--- src/rtl/bus_arbiter4.sv ---
// rtl/bus_arbiter4.sv - four-master round-robin bus arbiter with tenure limit
// Optional owner lock inputs are built in when BUS_ARB_LOCK_EN is defined.
module bus_arbiter4 #(
    parameter int MAX_HOLD = 8,
    parameter int HOLD_W   = 4
) (
    input  logic       clk,
    input  logic       reset_n,
    input  logic       M0_req,
    input  logic       M1_req,
    input  logic       M2_req,
    input  logic       M3_req,
`ifdef BUS_ARB_LOCK_EN
    input  logic       M0_lock,
    input  logic       M1_lock,
    input  logic       M2_lock,
    input  logic       M3_lock,
`endif
    output logic       M0_grant,
    output logic       M1_grant,
    output logic       M2_grant,
    output logic       M3_grant,
    output logic [1:0] grant_id,
    output logic       bus_busy
);

    typedef enum logic {
        ST_IDLE = 1'b0,
        ST_OWN  = 1'b1
    } state_t;

    localparam bit                LIMIT_OFF = (MAX_HOLD == 0);
    localparam logic [HOLD_W-1:0] LIMIT     = LIMIT_OFF ? '0 : HOLD_W'(MAX_HOLD - 1);

    state_t            r_state;
    state_t            w_state_nxt;
    logic [3:0]        r_grant;
    logic [3:0]        w_grant_nxt;
    logic [1:0]        r_grant_id;
    logic [1:0]        w_id_nxt;
    logic [1:0]        r_ptr;
    logic [1:0]        w_ptr_nxt;
    logic [HOLD_W-1:0] r_cnt;
    logic [HOLD_W-1:0] w_cnt_nxt;
    logic              r_busy;

    logic [3:0]        w_req;
    logic [3:0]        w_lock;
    logic [3:0]        w_others;
    logic              w_owner_req;
    logic              w_owner_lock;
    logic [2:0]        w_pick_idle;
    logic [2:0]        w_pick_next;

    assign w_req = {M3_req, M2_req, M1_req, M0_req};

`ifdef BUS_ARB_LOCK_EN
    assign w_lock = {M3_lock, M2_lock, M1_lock, M0_lock};
`else
    assign w_lock = 4'b0000;
`endif

    // Returns {found, index} of the first set bit searching upward from start with wrap.
    function automatic logic [2:0] rr_pick(input logic [3:0] req, input logic [1:0] start);
        logic [2:0] res;
        logic [1:0] idx;
        res = 3'b000;
        for (int i = 3; i >= 0; i--) begin
            idx = start + 2'(i);
            if (req[idx]) begin
                res = {1'b1, idx};
            end
        end
        return res;
    endfunction

    assign w_owner_req  = |(w_req & r_grant);
    assign w_owner_lock = |(w_lock & r_grant);
    assign w_others     = w_req & ~r_grant;
    assign w_pick_idle  = rr_pick(w_req, r_ptr);
    assign w_pick_next  = rr_pick(w_others, r_grant_id + 2'd1);

    always_comb begin
        w_state_nxt = r_state;
        w_grant_nxt = r_grant;
        w_id_nxt    = r_grant_id;
        w_ptr_nxt   = r_ptr;
        w_cnt_nxt   = r_cnt;

        case (r_state)
            ST_IDLE: begin
                if (w_pick_idle[2]) begin
                    w_state_nxt = ST_OWN;
                    w_grant_nxt = 4'b0001 << w_pick_idle[1:0];
                    w_id_nxt    = w_pick_idle[1:0];
                    w_ptr_nxt   = w_pick_idle[1:0] + 2'd1;
                    w_cnt_nxt   = '0;
                end
            end
            ST_OWN: begin
                if (w_owner_req) begin
                    if (w_owner_lock) begin
                        w_cnt_nxt = r_cnt;
                    end else if ((w_others == 4'b0000) || LIMIT_OFF || (r_cnt < LIMIT)) begin
                        if (r_cnt != '1) begin
                            w_cnt_nxt = r_cnt + 1'b1;
                        end
                    end else begin
                        // Tenure expired with another requester waiting; owner is excluded.
                        w_grant_nxt = 4'b0001 << w_pick_next[1:0];
                        w_id_nxt    = w_pick_next[1:0];
                        w_ptr_nxt   = w_pick_next[1:0] + 2'd1;
                        w_cnt_nxt   = '0;
                    end
                end else if (w_pick_next[2]) begin
                    w_grant_nxt = 4'b0001 << w_pick_next[1:0];
                    w_id_nxt    = w_pick_next[1:0];
                    w_ptr_nxt   = w_pick_next[1:0] + 2'd1;
                    w_cnt_nxt   = '0;
                end else begin
                    // grant_id keeps the last owner so the next search starts after it.
                    w_state_nxt = ST_IDLE;
                    w_grant_nxt = 4'b0000;
                    w_cnt_nxt   = '0;
                end
            end
            default: begin
                w_state_nxt = ST_IDLE;
                w_grant_nxt = 4'b0000;
                w_cnt_nxt   = '0;
            end
        endcase
    end

    always_ff @(posedge clk) begin
        if (!reset_n) begin
            r_state    <= ST_IDLE;
            r_grant    <= 4'b0000;
            r_grant_id <= 2'd0;
            r_ptr      <= 2'd0;
            r_cnt      <= '0;
            r_busy     <= 1'b0;
        end else begin
            r_state    <= w_state_nxt;
            r_grant    <= w_grant_nxt;
            r_grant_id <= w_id_nxt;
            r_ptr      <= w_ptr_nxt;
            r_cnt      <= w_cnt_nxt;
            r_busy     <= |w_grant_nxt;
        end
    end

    assign M0_grant = r_grant[0];
    assign M1_grant = r_grant[1];
    assign M2_grant = r_grant[2];
    assign M3_grant = r_grant[3];
    assign grant_id = r_grant_id;
    assign bus_busy = r_busy;

endmodule

--- config.mk ---
export PLATFORM = sky130hd
export DESIGN_NAME = bus_arbiter4
export DESIGN_NICKNAME = d
export VERILOG_FILES = /design/src/rtl/bus_arbiter4.sv
export SDC_FILE = /design/constraint.sdc
export NUM_CORES = 1
export LEC_CHECK = 0
export CORE_UTILIZATION = 31
export DETAILED_ROUTE_END_ITERATION = 10
export RECOVER_POWER = 25
export SKIP_CTS_REPAIR_TIMING = 1
export SYNTH_ARGS = -nofsm -noshare
export SYNTH_HDL_FRONTEND = slang
export SYNTH_SLANG_ARGS = --single-unit
--- constraint.sdc ---
create_clock -name clk -period 2.4 [get_ports clk]
set_input_delay 0.48 -clock clk [delete_from_list [all_inputs] [get_ports clk]]
set_output_delay 0.48 -clock clk [all_outputs]
set_load 0.005 [all_outputs]
==> results.txt, run 1 <==
Setup total negative slack on the finished layout was measured at 0 ns. The number of antenna violations at the first check in global routing is 0. The residual DRC count came out at 0.

The clock sink count came out at 14. The synthesized-area fraction occupied by and/or/nand/nor cells is 19.9%. The most numerous cell type found on the critical path is sky130_fd_sc_hd__buf_4. For the pin with the worst max-slew slack, the measured transition is 0.371 ns. The critical path is of the in2reg type. The detailed router placed 983 vias in this run. The via count of the first global-routing pass came out at 970. The end of the worst register-to-register path is r_grant[3]$_SDFF_PN0_. The growth of design area from synthesis to finish is 30.3%. The number of H-tree levels is 1. The first-pass detailed-route iteration total is 4.

The post-route met1 wirelength is 1.09 mm. The biggest area contributor in the post-synthesis netlist is sky130_fd_sc_hd__dfxtp_1. The max-capacitance violation count came out at 0.

After synthesis, the largest family of logic cells by area is compound AO/OA/AOI/OAI gates. Of the total synthesized cell area, the portion taken by full adders, half adders and majority gates is 1.28%. The count of different cell masters after synthesis came out at 45.

In this run the core area contains 19 standard-cell rows. The worst hold path was traced through 2 stages. In this run the remaining antenna-violating nets after routing total 0. The via density per instance came out at 5.40.

The later pin in the worst-skew pair is clocked with a latency of 0.28 ns. The peak supply drop is 0.258 mV. The top fanout value on the critical path came out at 8. The relative slew slack came out at 75.1%. The number of buffers on the longest clock path came out at 2. The first global-routing pass estimated 4.16 mm of wire.

The netlist area before placement is 976 um^2. The Yosys step of the flow raised 0 warnings. The count of final hold-check violations is 0. Among all flip-flop cells after synthesis, the most frequent one is sky130_fd_sc_hd__dfxtp_1. The detailed placer's ending HPWL is 1.98 mm.

For this design the static power due to leakage is 0.000500 uW. The family of cells with the greatest summed delay on the critical path is buffers and inverters. The required time at the worst-slack endpoint came out at 2.58 ns. The worst hold path terminates at r_ptr[0]$_SDFFE_PN0P_. Counting cells, the worst reg-to-reg path comes to 8.

The worst setup path is captured at a register. The fraction of registers with async set or reset after synthesis is 0%. The run finished with clean final reports. Traced cell by cell, the critical path runs through clkdlybuf4s50_1, buf_4, a221oi_4, a211oi_4, buf_4, a211oi_1, buf_4, nor2_1. The data arrival time at the worst-slack endpoint is 2.43 ns.

The worst setup path is launched from an input port. The die covers 0.00338 mm^2. The die is 58.1 um tall. Sequential cells were found to cover 28.7% of the synthesized design area. The leftover overflow at the end of global routing came out at 0. The total detailed-routing wirelength came out at 2.51 mm. In this run the critical register-to-register path is launched from r_grant[3]$_SDFF_PN0_. The routed design uses 180 um of met3 wire. The longest individual stage delay on the worst path is 0.54 ns. The number of violations reported at the end of detailed-routing iteration 0 came out at 45. In this run the worst hold path is classified as reg2reg. The filler cells instantiated in the layout total 291. The die boundary width came out at 58.1 um. The pre-CTS setup slack is -0.232 ns. The largest individual stage delay along the critical path comes from the cell sky130_fd_sc_hd__clkdlybuf4s50_1. Ranked by total cell area, the synthesized netlist is headed by sky130_fd_sc_hd__dfxtp_1, sky130_fd_sc_hd__a21oi_1, sky130_fd_sc_hd__nor2_1, sky130_fd_sc_hd__nand2b_1, sky130_fd_sc_hd__a211oi_1. The top-level I/O count came out at 13. The count of buffering cells on the critical path with inverters included is 4. The critical path launch point is M0_req. The CTS tree is done.

Across the whole layout, storage elements account for 280 um^2. Clock-pin slew was measured on the worst setup and hold paths at 0.09 ns. The xor/xnor share of the synthesized area is 3.59%. After detailed routing, the average wire length per cell comes to 13.8 um.

The cell at the root of the clock tree is sky130_fd_sc_hd__clkbuf_4. The clock arrives with 0.00245 ns of skew. The total count of max-transition violations in the final report was 0.

The cell count after synthesis is 114. The worst path meets setup with 0.150 ns of slack. The post-route minimum period came out at 2.25 ns. The number of buffers inserted by port buffering came out at 12. The post-route fraction of the period consumed by the critical path is 93.7%. The count of endpoints failing setup in the final report came out at 0.

The post-synth net total came out at 121. Setup repair after global routing left no endpoint under its margin. At the end of routability-driven placement, the weighted congestion stood at 0.914. In the final layout, the multi-input gates occupy 652 um^2.

After detailed routing, no signal wire sits above met4. Of the post-synthesis cell area, the part taken by muxes is 1.03%. Hold timing on the final database bottoms out at a slack of 0.484 ns. The power density over the cells came out at 669 mW/mm^2. Counting flops with a built-in enable in the synthesized netlist gives 0. The startpoint of the tightest hold check path is r_ptr[0]$_SDFFE_PN0P_. The aggregate global-route resource usage is 16.3%. Clock tree synthesis inserted a total of 3 buffers.

0 antenna diodes ended up in the layout. The internal reg-to-reg setup slack came out at 0.39 ns. The fraction of final layout cells sized beyond drive strength 1 is 22.1%.

The area of the placeable core is 0.00288 mm^2. The maximum achievable frequency came out at 444 MHz. The average instance area after synthesis is 8.56 um^2.

Entering global routing, the biggest net connects 10 pins. The synthesized-area fraction occupied by ao, oa, aoi and oai cells came out at 40.4%. The layout net count is 148. The flip-flop and latch count after synthesis is 14.

In the detailed route, the total length drawn on met2 is 1.18 mm. The share of the synthesized area in the top cell type is 28.7%. Once the floorplan was initialized, standard cells occupied 33.9% of the core.
-- metal layers --
layer	global-route usage (%)	up-vias
met1	18.9	453
met3	4.46	10
met4	7.14	0
li1	-	479
met2	28.1	41
met5	0	-
-- worst min-delay path: stages (launching register included) --
cell,delay (ns)
sky130_fd_sc_hd__dfxtp_1,0.33
sky130_fd_sc_hd__nand2_1,0.06
sky130_fd_sc_hd__a21oi_1,0.05
-- placed cells by master, fill, tap and decap left out, types with 2 or more instances in the layout --
master                            instances
sky130_fd_sc_hd__inv_1                    7
sky130_fd_sc_hd__o21a_1                   3
sky130_fd_sc_hd__nor2_1                  11
sky130_fd_sc_hd__xor2_1                   3
sky130_fd_sc_hd__buf_4                   13
sky130_fd_sc_hd__nand3_1                  4
sky130_fd_sc_hd__o21ai_0                  4
sky130_fd_sc_hd__dlygate4sd3_1            4
sky130_fd_sc_hd__a211oi_1                 4
sky130_fd_sc_hd__dfxtp_1                 14
sky130_fd_sc_hd__o21ai_1                  3
sky130_fd_sc_hd__nand2_1                  4
sky130_fd_sc_hd__clkdlybuf4s50_1          7
sky130_fd_sc_hd__nand2b_1                 5
sky130_fd_sc_hd__clkbuf_4                 3
sky130_fd_sc_hd__a21oi_1                 14
sky130_fd_sc_hd__a221oi_2                 2
sky130_fd_sc_hd__o22ai_1                  2
sky130_fd_sc_hd__a221o_1                  2
sky130_fd_sc_hd__a22o_1                   2
sky130_fd_sc_hd__a21o_1                   3
-- layout make-up --
| type | count | area share, % |
|---|---|---|
| multi-input combinational | 89 | 51.3 |
| sequential | 14 | 22.0 |
| timing repair buffer | 25 | 17.3 |
| tap | 42 | 4.13 |
| clock buffer | 4 | 2.85 |
| inverter | 8 | 2.36 |
-- cells in the mapped netlist (all sizes together), types with 3 or more instances --
library cell,instances
a21oi,14
dfxtp,14
nor2,12
o21ai,8
inv,7
a211oi,6
nand2b,6
nand2,4
nand3,4
a21o,3
a221oi,3
a22o,3
o21a,3
xor2,3
-- through the flow --
stage / utilization, % / cells / area (um^2) / total power, uW
after floorplan: - / 114 / 976 / 536
after detailed placement: 42.6 / 178 / 1230 / 682
final: 44.2 / 182 / 1270 / 850
after global routing: 44.2 / 182 / 1270 / 912
after global placement: 42.6 / 178 / 1230 / 677
after CTS: 43.9 / 182 / 1260 / 858
-- worst max path at each step --
stage | end | slack, ns | cells past startpoint
floorplan | bus_busy$_SDFF_PN0_ | 0.53 | 8
global placement | bus_busy$_SDFF_PN0_ | -0.20 | 8
detailed placement | bus_busy$_SDFF_PN0_ | -0.23 | 8
CTS | bus_busy$_SDFF_PN0_ | 0.08 | 8
global route | bus_busy$_SDFF_PN0_ | 0.07 | 8
finish | r_grant[3]$_SDFF_PN0_ | 0.15 | 8
-- power breakdown --
group	switching (uW)	leakage, uW	internal, uW
clock network	81.2	0.0000210	92.4
logic	180	0.000364	183
registers	46.6	0.000115	266
total	308	0.000500	542
-- sequential cells by signal, indices dropped and copies added (netlist names) --
signal,count
bus_busy,1
grant_id,2
r_cnt,4
r_grant,4
r_ptr,2
r_state,1
-- kinds of logic (layout without fill, tap and decap cells) --
kind of cell | count (synthesis) | in the layout
simple gates | 35 | 35
compound gates | 48 | 48
flops | 14 | 14
xor+xnor | 4 | 4
buf+inv | 11 | 37
mux | 1 | 1
fa+ha+maj | 1 | 1
No activity file was read; power rests on OpenSTA's default activity.
==> run 2: changes to the inputs <==
PLACE_DENSITY_LB_ADDON = 0.15   (was unset)
clock period = 1.85 ns   (was 2.4 ns; I/O delays follow)
==> results.txt, run 2 (synthesis gave the netlist of run 1 again) <==
The number of placement rows is 19 (unchanged). The top-level I/O count is 13 (unchanged). The family of cells with the greatest summed delay on the critical path was compound AO/OA/AOI/OAI gates (was buffers and inverters). The final routed wire length divided by cell count came out at 13.6 um (was 13.8 um). The number of H-tree levels is 1 (unchanged). The count of final hold-check violations came to 0 (unchanged). The max-capacitance violation count is 0 (unchanged). The number of violations reported at the end of detailed-routing iteration 0 is 37 (was 45). The cell at the root of the clock tree was sky130_fd_sc_hd__clkbuf_4 (unchanged). The type of the tightest min-delay check is reg2reg (unchanged).

The first-pass detailed-route iteration total came out at 4 (unchanged). The maximum achievable frequency is 533 MHz. The final reports fail on setup timing. The total detailed-routing wirelength is 2.66 mm (was 2.51 mm). The data arrival time at the worst-slack endpoint was 2.09 ns (was 2.43 ns). The clock transition time at the flip-flop clock pins of the worst setup and hold paths came to 0.09 ns (about the same). The relative slew slack is 69.2% (was 75.1%). The fraction of final layout cells sized beyond drive strength 1 is 40.9% (was 22.1%). The number of buffers created by CTS is 3 (unchanged). The later-pin clock latency in the skew report is 0.28 ns (about the same).

The remaining number of nets flagged by the antenna check after routing came out at 0 (unchanged). The count of endpoints failing setup in the final report came out at 1 (was 0). The internal reg-to-reg setup slack came out at -0.03 ns (was 0.39 ns).

The top fanout value on the critical path came out at 4 (was 8). The power consumption is 1150 uW (was 850 uW). The number of buffers inserted by port buffering was 12 (unchanged). The longest individual stage delay on the worst path is 0.35 ns (was 0.54 ns). The required time at the worst-slack endpoint was 2.06 ns (was 2.58 ns). The aggregate global-route resource usage came out at 16.5% (was 16.3%). The final setup skew came to 0.0116 ns (was 0.00245 ns). The clock sink count was 14 (unchanged). The kind of capture point of the worst setup path is a register (unchanged).

The number of antenna violations at the first check in global routing is 0 (unchanged). The layout net count was 163 (was 148). Largest registers ranked by flip-flop count: r_cnt: 4 flops, r_grant: 4 flops (unchanged). The power density over the cells is 787 mW/mm^2 (was 669 mW/mm^2).

The growth of design area from synthesis to finish is 50.1% (was 30.3%). The via density per instance is 5.20 (was 5.40). The area of the placeable core came out at 0.00288 mm^2 (unchanged). The via count of the first global-routing pass came out at 930 (was 970). The wire length of the first global-routing pass came out at 4.24 mm (was 4.16 mm). The detailed placer's ending HPWL came out at 2.12 mm (was 1.98 mm). Result of the run: complete, but fails checks (was completed). The post-route worst setup slack is -0.0275 ns (was 0.150 ns).

The master of the slowest instance on the critical path was sky130_fd_sc_hd__dfxtp_2 (was sky130_fd_sc_hd__clkdlybuf4s50_1). The count of buffering cells on the critical path with inverters included is 1 (was 4). Commonest cells after routing, fill and taps aside: sky130_fd_sc_hd__buf_4, sky130_fd_sc_hd__a21oi_1, sky130_fd_sc_hd__nor2_1 (was sky130_fd_sc_hd__a21oi_1, sky130_fd_sc_hd__dfxtp_1, sky130_fd_sc_hd__buf_4). The peak supply drop came out at 0.325 mV (was 0.258 mV). The type of origin of the critical path is a register (was input port). Setup repair after global routing missed its margin: true (was false). The starting density of the core came to 33.9% (unchanged). The final RePlAce weighted congestion was 0.898 (was 0.914). The number of inserted diodes came out at 0 (unchanged). The residual DRC count is 0 (unchanged).

The pre-CTS setup slack came out at -0.642 ns (was -0.232 ns). The critical path class is reg2reg (was in2reg). The number of buffers on the longest clock path came out at 2 (unchanged). The number of vias in the routed layout is 1019 (was 983).

The total count of max-transition violations in the final report came out at 0 (unchanged). The worst path in the final design needs a cycle of 1.88 ns, including I/O delays and setup. Critical path cell sequence: a22o_1, a221oi_4, o21ai_2, or2_1, nor2_1, a211oi_1, buf_4, a41oi_2 (was clkdlybuf4s50_1, buf_4, a221oi_4, a211oi_4, buf_4, a211oi_1, buf_4, nor2_1).

The height of the chip is 58.1 um (unchanged). The largest net degree at the start of global routing came out at 10 (unchanged). The leakage power of the design is 0.000605 uW (was 0.000500 uW). The CTS tree is done (unchanged). The leftover overflow at the end of global routing came out at 0 (unchanged). The pin slew with the least headroom to its limit was 0.461 ns (was 0.371 ns).

In the finished design, the share of the clock period the worst path needs comes to 101%. The final standard cell utilization of the core came out at 50.9% (was 44.2%). The die boundary width came out at 58.1 um (unchanged). The library cell used most frequently in the layout, excluding fill and tap cells, is sky130_fd_sc_hd__buf_4. The area of the die was 0.00338 mm^2 (unchanged).
## run 2: changes by cell type in the layout (fill, tap and decap cells not counted), moves of 2 or more
cell | previous run | this run
sky130_fd_sc_hd__dfxtp_2 | 0 | 6
sky130_fd_sc_hd__nand2b_1 | 5 | 2
sky130_fd_sc_hd__nand2b_4 | 0 | 3
sky130_fd_sc_hd__buf_4 | 13 | 26
sky130_fd_sc_hd__a21oi_2 | 0 | 2
sky130_fd_sc_hd__dlygate4sd3_1 | 4 | 2
sky130_fd_sc_hd__buf_6 | 0 | 2
sky130_fd_sc_hd__dfxtp_1 | 14 | 8
sky130_fd_sc_hd__dlymetal6s2s_1 | 1 | 3
sky130_fd_sc_hd__a21oi_1 | 14 | 12
## run 2: power breakdown
part / total, uW / internal (uW) / switching (uW)
registers: 396 / 349 / 46.8
clock network: 173 / 75.4 / 97.6
logic: 585 / 304 / 281
## run 2: final timing paths
kind | start | endpoint | cells past startpoint
worst max-delay path | r_grant[1]$_SDFF_PN0_ | bus_busy$_SDFF_PN0_ | 8
worst min-delay path | r_ptr[0]$_SDFFE_PN0P_ | r_ptr[0]$_SDFFE_PN0P_ | 2
worst max register to register | r_grant[1]$_SDFF_PN0_ | bus_busy$_SDFF_PN0_ | 8
worst min register to register | r_ptr[0]$_SDFFE_PN0P_ | r_ptr[0]$_SDFFE_PN0P_ | 2
## run 2: cell type report
cell class / instances / area [um^2]
Tap cell: 42 / 52.6
Clock buffer: 3 / 22.5
Inverter: 8 / 30.0
Timing Repair Buffer: 40 / 339
Fill cell: 269 / 1410
Sequential cell: 14 / 288
Multi-Input combinational cell: 89 / 733
## run 2: layer usage
metal	share of wire [%]	vias up	track usage [%]
met5	0	-	0
met4	2.5	0	6.12
met3	4.0	9	2.46
met2	49	26	27.8
met1	45	478	21.3
li1	-	506	-
## run 2: through the flow
stage                     area (um^2)  hold slack, ns  setup TNS [ns]  std cells
after global placement           1320           0.472           -6.42        190
after floorplan                   976           0.449               0        114
after global routing             1470           0.519          -0.306        196
final                            1470           0.490         -0.0275        196
after detailed placement         1320           0.482           -6.42        190
after CTS                        1340           0.493           -2.53        193
## run 2: worst min-delay path, delay by kind of cell (launching register included)
family / cells / cell delay, ns
compound gates: 1 / 0.05
simple gates: 1 / 0.06
flops: 1 / 0.33
